===== src/rtl/ps2_keyboard_mmio_if.sv =====
// CPU load bus between the processor FSM and the PS/2 keyboard receiver.
// The CPU side is the master; the keyboard register window is the slave.
interface ps2_keyboard_mmio_if #(
    parameter int unsigned WORD_SIZE = 32
);
    logic                 rd_en;
    logic [WORD_SIZE-1:0] address;
    logic [WORD_SIZE-1:0] rd_data;
    logic                 rd_valid;

    modport master (output rd_en, address, input rd_data, rd_valid);
    modport slave  (input rd_en, address, output rd_data, rd_valid);
endinterface


===== src/rtl/ps2_keyboard_mmio.sv =====
// PS/2 keyboard receiver: it conditions the line, deserializes frames and
// buffers good bytes in a FIFO. The CPU reads them through a DATA/STATUS window.
module ps2_keyboard_mmio #(
    parameter int unsigned          WORD_SIZE      = 32,
    parameter logic [WORD_SIZE-1:0] BASE_ADDR      = 32'h00030000,
    parameter int unsigned          FIFO_DEPTH     = 8,
    parameter int unsigned          FILTER_LEN     = 4,
    parameter int unsigned          TIMEOUT_CYCLES = 50000
) (
    input  logic                 clk,
    input  logic                 rst,
    input  logic                 ps2_clk,
    input  logic                 ps2_dat,
    ps2_keyboard_mmio_if.slave   bus,
    output logic                 key_avail,
    output logic                 rx_busy
);
    localparam int unsigned PTR_W = $clog2(FIFO_DEPTH);
    localparam int unsigned CNT_W = PTR_W + 1;
    localparam int unsigned FLT_W = $clog2(FILTER_LEN) + 1;
    localparam int unsigned TMO_W = $clog2(TIMEOUT_CYCLES) + 1;

    localparam logic [CNT_W-1:0]     DEPTH_C   = CNT_W'(FIFO_DEPTH);
    localparam logic [FLT_W-1:0]     FLT_LAST  = FLT_W'(FILTER_LEN - 1);
    localparam logic [TMO_W-1:0]     TMO_LAST  = TMO_W'(TIMEOUT_CYCLES - 1);
    localparam logic [WORD_SIZE-1:0] STAT_ADDR = BASE_ADDR + WORD_SIZE'(4);

    typedef enum logic [1:0] {S_IDLE, S_DATA, S_PARITY, S_STOP} state_t;

    logic             r_clk_s1, r_clk_s2, r_dat_s1, r_dat_s2;
    logic             r_clk_f;
    logic [FLT_W-1:0] r_flt_cnt;
    logic             w_fe;

    state_t           r_state;
    logic [2:0]       r_bit_cnt;
    logic [7:0]       r_shift;
    logic             r_par;
    logic [TMO_W-1:0] r_tmo;
    logic             r_push;
    logic [7:0]       r_push_byte;
    logic             r_ferr_set;

    logic [7:0]       r_mem [FIFO_DEPTH];
    logic [PTR_W-1:0] r_wr_ptr, r_rd_ptr;
    logic [CNT_W-1:0] r_count;
    logic             r_ovf, r_ferr;
    logic             r_rd_valid;
    logic [WORD_SIZE-1:0] r_rd_data;

    logic w_full, w_empty, w_hit_data, w_hit_stat, w_pop, w_push, w_ovf_set;
    logic [WORD_SIZE-1:0] w_rd_word;

    always_ff @(posedge clk or posedge rst) begin
        if (rst) begin
            r_clk_s1 <= 1'b1;
            r_clk_s2 <= 1'b1;
            r_dat_s1 <= 1'b1;
            r_dat_s2 <= 1'b1;
        end else begin
            r_clk_s1 <= ps2_clk;
            r_clk_s2 <= r_clk_s1;
            r_dat_s1 <= ps2_dat;
            r_dat_s2 <= r_dat_s1;
        end
    end

    // Filtered clock flips on the FILTER_LEN-th consecutive differing sample.
    always_ff @(posedge clk or posedge rst) begin
        if (rst) begin
            r_clk_f   <= 1'b1;
            r_flt_cnt <= '0;
        end else if (r_clk_s2 != r_clk_f) begin
            if (r_flt_cnt == FLT_LAST) begin
                r_clk_f   <= r_clk_s2;
                r_flt_cnt <= '0;
            end else begin
                r_flt_cnt <= r_flt_cnt + 1'b1;
            end
        end else begin
            r_flt_cnt <= '0;
        end
    end

    assign w_fe = r_clk_f & ~r_clk_s2 & (r_flt_cnt == FLT_LAST);

    always_ff @(posedge clk or posedge rst) begin
        if (rst) begin
            r_state     <= S_IDLE;
            r_bit_cnt   <= '0;
            r_shift     <= '0;
            r_par       <= 1'b0;
            r_tmo       <= '0;
            r_push      <= 1'b0;
            r_push_byte <= '0;
            r_ferr_set  <= 1'b0;
        end else begin
            r_push     <= 1'b0;
            r_ferr_set <= 1'b0;
            if (w_fe || r_state == S_IDLE) r_tmo <= '0;
            else                           r_tmo <= r_tmo + 1'b1;

            if (r_state != S_IDLE && !w_fe && r_tmo == TMO_LAST) begin
                r_state    <= S_IDLE;
                r_ferr_set <= 1'b1;
                r_tmo      <= '0;
            end else if (w_fe) begin
                case (r_state)
                    S_IDLE: begin
                        if (!r_dat_s2) begin
                            r_state   <= S_DATA;
                            r_bit_cnt <= '0;
                        end
                    end
                    S_DATA: begin
                        r_shift   <= {r_dat_s2, r_shift[7:1]};
                        r_bit_cnt <= r_bit_cnt + 1'b1;
                        if (r_bit_cnt == 3'd7) r_state <= S_PARITY;
                    end
                    S_PARITY: begin
                        r_par   <= r_dat_s2;
                        r_state <= S_STOP;
                    end
                    S_STOP: begin
                        r_state <= S_IDLE;
                        if (r_dat_s2 && (^{r_shift, r_par})) begin
                            r_push      <= 1'b1;
                            r_push_byte <= r_shift;
                        end else begin
                            r_ferr_set  <= 1'b1;
                        end
                    end
                    default: r_state <= S_IDLE;
                endcase
            end
        end
    end

    assign w_full     = (r_count == DEPTH_C);
    assign w_empty    = (r_count == '0);
    assign w_hit_data = bus.rd_en && (bus.address == BASE_ADDR);
    assign w_hit_stat = bus.rd_en && (bus.address == STAT_ADDR);
    assign w_pop      = w_hit_data && !w_empty;
    // A same-cycle pop frees the slot, so a push into a full FIFO still lands.
    assign w_push     = r_push && (!w_full || w_pop);
    assign w_ovf_set  = r_push && w_full && !w_pop;

    always_ff @(posedge clk) begin
        if (w_push) r_mem[r_wr_ptr] <= r_push_byte;
    end

    always_ff @(posedge clk or posedge rst) begin
        if (rst) begin
            r_wr_ptr <= '0;
            r_rd_ptr <= '0;
            r_count  <= '0;
            r_ovf    <= 1'b0;
            r_ferr   <= 1'b0;
        end else begin
            if (w_push) r_wr_ptr <= r_wr_ptr + 1'b1;
            if (w_pop)  r_rd_ptr <= r_rd_ptr + 1'b1;
            case ({w_push, w_pop})
                2'b10:   r_count <= r_count + 1'b1;
                2'b01:   r_count <= r_count - 1'b1;
                default: r_count <= r_count;
            endcase
            r_ovf  <= w_ovf_set  | (r_ovf  & ~w_hit_stat);
            r_ferr <= r_ferr_set | (r_ferr & ~w_hit_stat);
        end
    end

    always_comb begin
        w_rd_word = '0;
        if (w_hit_data) begin
            if (!w_empty) begin
                w_rd_word[7:0]         = r_mem[r_rd_ptr];
                w_rd_word[WORD_SIZE-1] = 1'b1;
            end
        end else if (w_hit_stat) begin
            w_rd_word[17]   = r_ovf;
            w_rd_word[16]   = r_ferr;
            w_rd_word[15:0] = 16'(r_count);
        end
    end

    always_ff @(posedge clk or posedge rst) begin
        if (rst) begin
            r_rd_valid <= 1'b0;
            r_rd_data  <= '0;
        end else begin
            r_rd_valid <= w_hit_data | w_hit_stat;
            if (w_hit_data | w_hit_stat) r_rd_data <= w_rd_word;
        end
    end

    assign bus.rd_data  = r_rd_data;
    assign bus.rd_valid = r_rd_valid;
    assign key_avail    = !w_empty;
    assign rx_busy      = (r_state != S_IDLE);
endmodule


===== src/flat_wrapper.sv =====
// flat-port wrapper written by rule: the top's interface ports become plain ports
module ps2_keyboard_mmio_flat 
#(
    parameter int unsigned          WORD_SIZE      = 32,
    parameter logic [WORD_SIZE-1:0] BASE_ADDR      = 32'h00030000,
    parameter int unsigned          FIFO_DEPTH     = 8,
    parameter int unsigned          FILTER_LEN     = 4,
    parameter int unsigned          TIMEOUT_CYCLES = 50000
)
  (clk, rst, ps2_clk, ps2_dat, key_avail, rx_busy, bus_rd_en, bus_address, bus_rd_data, bus_rd_valid);
  ps2_keyboard_mmio_if #(.WORD_SIZE(WORD_SIZE)) bus_i ();
  input  logic clk;
  input  logic rst;
  input  logic ps2_clk;
  input  logic ps2_dat;
  output logic key_avail;
  output logic rx_busy;
  input wire logic [$bits(bus_i.rd_en)-1:0] bus_rd_en;
  input wire logic [$bits(bus_i.address)-1:0] bus_address;
  output wire logic [$bits(bus_i.rd_data)-1:0] bus_rd_data;
  output wire logic [$bits(bus_i.rd_valid)-1:0] bus_rd_valid;
  assign bus_i.rd_en = bus_rd_en;
  assign bus_i.address = bus_address;
  assign bus_rd_data = bus_i.rd_data;
  assign bus_rd_valid = bus_i.rd_valid;
  ps2_keyboard_mmio #(.WORD_SIZE(WORD_SIZE), .BASE_ADDR(BASE_ADDR), .FIFO_DEPTH(FIFO_DEPTH), .FILTER_LEN(FILTER_LEN), .TIMEOUT_CYCLES(TIMEOUT_CYCLES)) u_core (.clk(clk), .rst(rst), .ps2_clk(ps2_clk), .ps2_dat(ps2_dat), .bus(bus_i), .key_avail(key_avail), .rx_busy(rx_busy));
endmodule

===== config.mk =====
export PLATFORM = sky130hd
export DESIGN_NAME = ps2_keyboard_mmio_flat
export DESIGN_NICKNAME = d
export VERILOG_FILES = /design/src/rtl/ps2_keyboard_mmio_if.sv /design/src/rtl/ps2_keyboard_mmio.sv /design/src/flat_wrapper.sv
export SDC_FILE = /design/constraint.sdc
export NUM_CORES = 1
export LEC_CHECK = 0
export BUFFER_PORTS_ARGS = -buffer_cell sky130_fd_sc_hd__buf_2
export CAP_MARGIN = 20
export CORE_AREA = 2 2 111 113
export CTS_CLUSTER_DIAMETER = 200
export DETAILED_ROUTE_END_ITERATION = 10
export DIE_AREA = 0 0 113 115
export GPL_ROUTABILITY_DRIVEN = 0
export PLACE_DENSITY = 0.73
export SLEW_MARGIN = 40
export SYNTH_ARGS = -nofsm -noshare
export SYNTH_HDL_FRONTEND = slang
export SYNTH_SLANG_ARGS = --single-unit

===== constraint.sdc =====
create_clock -name clk -period 2.4 [get_ports clk]
set_clock_uncertainty 0.05 [all_clocks]
set_input_delay 0.12 -clock clk [delete_from_list [all_inputs] [get_ports clk]]
set_output_delay 0.12 -clock clk [all_outputs]
set_load 0.01 [all_outputs]

# Yosys cells after proc, flatten, opt, wreduce, memory -nomap -nowiden
# Memory sizes are Yosys's and may differ from the RTL's.
# Cells that the tools add are included.
# word_totals
elab_cells	110
out_inout_bits	35
n_memories	1
ramBits	64
ff_bits	81
# op_classes
bitwise	10
mux	28
eq_ne	15
add_sub_neg	7
reduce_logical	28
# memory_table
memory	depth	width	read_ports	rd_clocked_by_memory_dff	wr	line	rtl
u_core.r_mem	8	8	1	0	1	ps2_keyboard_mmio.sv:44	logic [7:0] r_mem [FIFO_DEPTH];
# ops
op	n
32-bit by 18-bit == test with 1-bit output, second input constant	2
17-bit 2-to-1 mux	2
18-bit 2-to-1 mux	1
17-bit by 1-bit adder with 17-bit output, second input constant	1
17-bit by 16-bit == test with 1-bit output, second input constant	1
8-bit 2-to-1 mux	2
3-bit by 1-bit adder with 3-bit output, second input constant	4
1-bit 2-to-1 mux	12
10-bit 2-to-1 mux	1
1-bit logical AND	9
3-bit 2-to-1 mux	3
3-bit AND reduction	3
9-bit parity	1
2-bit 2-to-1 mux	4
2-bit case mux with 4 select lines	1
4-bit case mux with 2 select lines	1
4-bit AND reduction	2
2-bit nonzero test	4
2-bit == test, second input constant	3
3-bit case mux with 2 select lines	1
4-bit by 1-bit adder with 4-bit output, second input constant	1
1-bit bitwise AND	4
2-bit by 1-bit == test with 1-bit output, second input constant	2
4-bit == test, second input constant	1
14 further kinds	22

# Depth between registers and ports, before layout
# logic_depth
word_depth	8
mapped_depth	10
mapped_depth_nobuf	8

# Least setup slack after synthesis
# Ideal clock, no wire load.
# synth_timing
path_type	input-to-reg
startpoint	input bus_address[19]
endpoint	memory u_core.r_mem[0][0] (enable)
path_buffers	0
path_slack_ps	75
stages	5
setup_ps	383
t_arrival_ps	1892
path_cell_list	nor4b_1 -> nand4_1 -> o41ai_4 -> nand2b_2 -> nor3_1
# synth_via
elab_chain_len	7
# synth_rtl
element	line	rtl
start, declared	flat_wrapper.sv:19	input wire logic [$bits(bus_i.address)-1:0] bus_address;
32-bit by 18-bit == test with 1-bit output	ps2_keyboard_mmio.sv:141	assign w_hit_data = bus.rd_en && (bus.address == BASE_ADDR);
1-bit logical AND	ps2_keyboard_mmio.sv:141	
1-bit logical AND	ps2_keyboard_mmio.sv:143	assign w_pop = w_hit_data && !w_empty;
1-bit logical OR	ps2_keyboard_mmio.sv:145	assign w_push = r_push && (!w_full || w_pop);
1-bit logical AND	ps2_keyboard_mmio.sv:145	
1-bit 2-to-1 mux	ps2_keyboard_mmio.sv:149	if (w_push) r_mem[r_wr_ptr] <= r_push_byte;
1-bit 2-to-1 mux (implied by the code)	ps2_keyboard_mmio.sv:149	
end, declared	ps2_keyboard_mmio.sv:44	
# No other way between the ends.

# Worst setup path in the final report
# layout_timing
startpoint	register u_core.r_count[2]
endpoint	register u_core.r_count[2]
# layout_via
elab_chain_len	7
# layout_rtl
element	line	rtl
start, declared	ps2_keyboard_mmio.sv:46	logic [CNT_W-1:0] r_count;
start signal, assigned	ps2_keyboard_mmio.sv:163	2'b10: r_count <= r_count + 1'b1;
start signal, assigned	ps2_keyboard_mmio.sv:164	2'b01: r_count <= r_count - 1'b1;
start signal, assigned	ps2_keyboard_mmio.sv:165	default: r_count <= r_count;
4-bit logical NOT	ps2_keyboard_mmio.sv:140	assign w_empty = (r_count == '0);
1-bit logical NOT	ps2_keyboard_mmio.sv:143	
1-bit logical AND	ps2_keyboard_mmio.sv:143	
1-bit logical OR	ps2_keyboard_mmio.sv:145	
1-bit logical AND	ps2_keyboard_mmio.sv:145	
2-bit by 1-bit == test with 1-bit output or 2-bit == test (tied branches)	ps2_keyboard_mmio.sv:162	case ({w_push, w_pop})
4-bit case mux with 2 select lines or 2-bit nonzero test (tied branches)	n/a	
# Parallel ways exist; a longest one is shown, timed or not.
# A chain may end at the register's enable or synchronous reset.

==> impl_results.md <==
- Worst-path cell chain: nor4_1, nor2_1, and4_1, xor2_1, ha_1, and2_1, a32o_1, a31oi_1
- Slew @ Worst Pin: between 0.6 and 0.7 ns
- Global Route Usage Sum: between 10% and 20%
- Gr busiest metal: met2
- # setup viols final: 0
- Period utilisation layout: between 90 and 100%
- Max Slew Vio Count: 0
- Largest stage delay on the critical path: between 0.4 and 0.5 ns
- GRT Residual Overflow: 0
- Critical-path maximum fanout: 6
- Met1 Usage GRT: between 20% and 30%
- Via Count: roughly 3700
- Root Buffer: clkbuf_16
- Total Power: roughly 5.7 mW
- Setup TNS: 0 ns
- Nets: 560
- CTS resizes: 0
- Worst skew pair latency: 0.42 ns
- Final Hold Fails: 0
- Pre-antenna DRT Iters: 7
- First-pass GRT wire length: about 19000 µm
- Antenna violations before repair: 0
- CTS tree: done
- Die height: around 120 µm
- Unrepaired setup endpoints after global routing: no
- Clock-pin slew on the worst setup and hold paths: 0.06 ns
- Vias per cell: roughly 5.5
- Detailed-route wire length: ~12000 µm
- # clock sinks: approximately 140
- CTS Buf Count: 17
- EDFF count, synth: 64
- Core Region: roughly 0.012 mm²
- Synth Register Bits: 137
- Met2 usage: between 30% and 40%
- Met3 Usage GRT: under 10%
- Antenna-violating nets left: 0
- Max-slew headroom: between 50% and 60%
- Type of origin of the critical path: register
- Status: finished, violations left
- Final core utilization: 60.8%
- Period minus WS final: 2.24 ns
- Post-synth ARST share: 53.3%
- Setup Buffers After CTS: 0
- Yosys warning total: 0
- Initial core utilization: roughly half
- Port Buffers: 50
- CP endpoint kind: register
- Mapped Cells: ~430
- Ys flop type: dfrtp_1
- Chip Width: ~110 µm
- Clock buffer depth: 2
- Critical Path AT: about 2.5 ns
- Post-synthesis sequential area ratio: 62.4%
- Mapped Area: roughly 0.006 mm²
- Critical path class: reg -> reg
- Pleak: slightly above 3 nW
- Die ar.: between 0.01 and 0.015 mm²
- VDD IR max: 0.000619 V
- I/O pin total: just over 70
- Max Fclk: 0.446 GHz
- Max Cap Viol: 0
- Hold WC Path Type: in -> reg
- Req. time, crit path: 2.69 ns
- DPL Wire Length: between 7000 and 8000 µm
- # rows: 40
- Cell Pwr Density: 799 mW/mm²
- Layout cells sized above 1: between 20 and 30%
- Failing checks: DRC
- Iter 0 DRT Violations: 211
- DRC Markers: 5
- WL per Instance: 17.2 µm
- H-tree Lvls: 4
- Area Overhead vs Synth: 19.4%
- Hold_buf cts: 4
- Antenna cell count: 0
- Critical-path top delay cell: dfrtp_1
- Syn Area/Cell: roughly 14 µm²
- Vias in the first global route: 3801
- Largest net degree at the start of global routing: slightly above 50
- Synth cell types: 47
## final cells by class
cell class	instances	area, µm²
Timing Repair Buffer	72	450
Clock inverter	13	224
Inverter	14	52.6
Clock buffer	19	443
Fill cell	897	4630
Sequential cell	137	3750
Tap cell	147	184
Multi-Input combinational cell	269	2070
## path summary, 6_finish.rpt
| check | startpoint | cells past startpoint | slack, ns | end |
|---|---|---|---|---|
| worst max-delay path | u_core.r_count[2] | 8 | 0.16 | u_core.r_count[2] |
| worst min-delay path | bus_address[14] | 6 | 0.20 | u_core.r_count[2] |
| worst max register to register | u_core.r_count[2] | 8 | 0.16 | u_core.r_count[2] |
| worst min register to register | u_core.r_dat_s1 | 0 | 0.31 | u_core.r_dat_s2 |
| max in group asynchronous | rst | 4 | 1.33 | u_core.r_clk_s1 |
| min in group asynchronous | rst | 3 | 0.26 | u_core.bus.rd_data[16] |
## metal layers
| layer | vias to the layer above | routed length [µm] |
|---|---|---|
| met5 | - | 0 |
| met4 | 0 | 150 |
| met3 | 16 | 500 |
| met2 | 80 | 6010 |
| met1 | 1870 | 4900 |
| li1 | 1702 | - |
## synthesized netlist by cell type (2+ instances only)
master / count / area [µm²]
nor3_1: 7 / 35.0
dfrtp_1: 68 / 1700
nand4_1: 4 / 25.0
o21ai_0: 14 / 70.1
a221oi_1: 3 / 26.3
mux2_2: 22 / 248
nor4b_1: 3 / 26.3
nand3_1: 12 / 60.1
clkbuf_1: 8 / 30.0
and3_1: 10 / 62.6
edfxtp_1: 64 / 1920
a21oi_1: 5 / 25.0
xor2_1: 9 / 78.8
xnor2_1: 19 / 166
ha_1: 12 / 150
mux2i_1: 5 / 50.1
a31oi_1: 3 / 18.8
a32o_1: 2 / 20.0
inv_1: 13 / 48.8
nand2b_1: 4 / 25.0
a22oi_1: 3 / 22.5
and4_1: 6 / 52.6
buf_4: 21 / 158
dfstp_2: 5 / 131
nor4_1: 8 / 50.1
nor3b_1: 4 / 30.0
mux4_2: 16 / 360
buf_2: 4 / 20.0
nand2_1: 28 / 105
nor2_1: 35 / 131
## where the power goes
part / internal (mW) / switching (mW) / total (mW) / leakage [nW]
Combinational: 0.114 / 0.179 / 0.294 / 1.15
Sequential: 2.49 / 0.0287 / 2.52 / 1.60
Clock: 1.97 / 0.951 / 2.92 / 0.324
Total: 4.58 / 1.16 / 5.73 / 3.07
## flip-flops by register name (all words and copies together) (netlist names)
register and flops:
u_core.r_clk_f 1, u_core.r_ovf 1, u_core.bus.rd_data 11, u_core.r_wr_ptr 3, u_core.r_dat_s1 1, u_core.r_state 2
u_core.r_clk_s1 1, u_core.r_par 1, u_core.r_dat_s2 1, u_core.r_bit_cnt 3, u_core.r_push 1, u_core.r_mem 64
u_core.r_count 4, u_core.r_ferr_set 1, u_core.r_flt_cnt 3, u_core.bus.rd_valid 1, u_core.r_clk_s2 1, u_core.r_tmo 17
u_core.r_shift 8, u_core.r_ferr 1, u_core.r_push_byte 8, u_core.r_rd_ptr 3
## worst max-delay path, delay by kind of cell (launching register included)
kind | cells | cell delay (ns)
xor+xnor | 1 | 0.16
fa+ha+maj | 1 | 0.22
simple gates | 4 | 0.92
flops | 1 | 0.43
compound gates | 2 | 0.38
## layout by cell type, fill, tap and decap left out, types with 4 or more instances in the layout
cell           instances
dfrtp_1               68
edfxtp_1              64
buf_2                 50
nor2_1                35
nand2_1               28
mux2_2                22
conb_1                21
xnor2_1               19
clkbuf_16             17
mux4_2                16
buf_4                 16
o21ai_0               14
inv_1                 12
nand3_1               12
ha_1                  12
and3_1                10
xor2_1                 9
nor4_1                 8
nor3_1                 7
and4_1                 6
bufinv_16              6
a21oi_1                5
mux2i_1                5
dfstp_2                5
nand4_1                4
nor3b_1                4
nand2b_1               4
dlygate4sd3_1          4
## per-stage QoR
step           hold slack [ns]  worst slack (ns)  cells  area (µm²)
2_1_floorplan           0.0745            0.0750    454        6090
3_3_place_gp             0.151             0.211    635        6470
3_5_place_dp             0.154            0.0878    635        6470
4_1_cts                  0.200             0.177    671        7180
5_1_grt                  0.252           0.00794    671        7180
6_report                 0.203             0.158    671        7180
## cells by family (layout without fill, tap and decap cells)
group | Yosys count | count (layout) | synth area share, %
XOR/XNOR | 29 | 29 | 4.45
AND/OR/NAND/NOR | 128 | 128 | 11.1
multiplexers | 43 | 43 | 10.9
adder cells (fa/ha/maj) | 12 | 12 | 2.50
AO/OA/AOI/OAI | 36 | 36 | 4.12
flip-flops | 137 | 137 | 62.4
other | 1 | 21 | 0.0623
buffers and inverters | 48 | 118 | 4.39
Note: power is estimated with default switching activity, not from simulation.
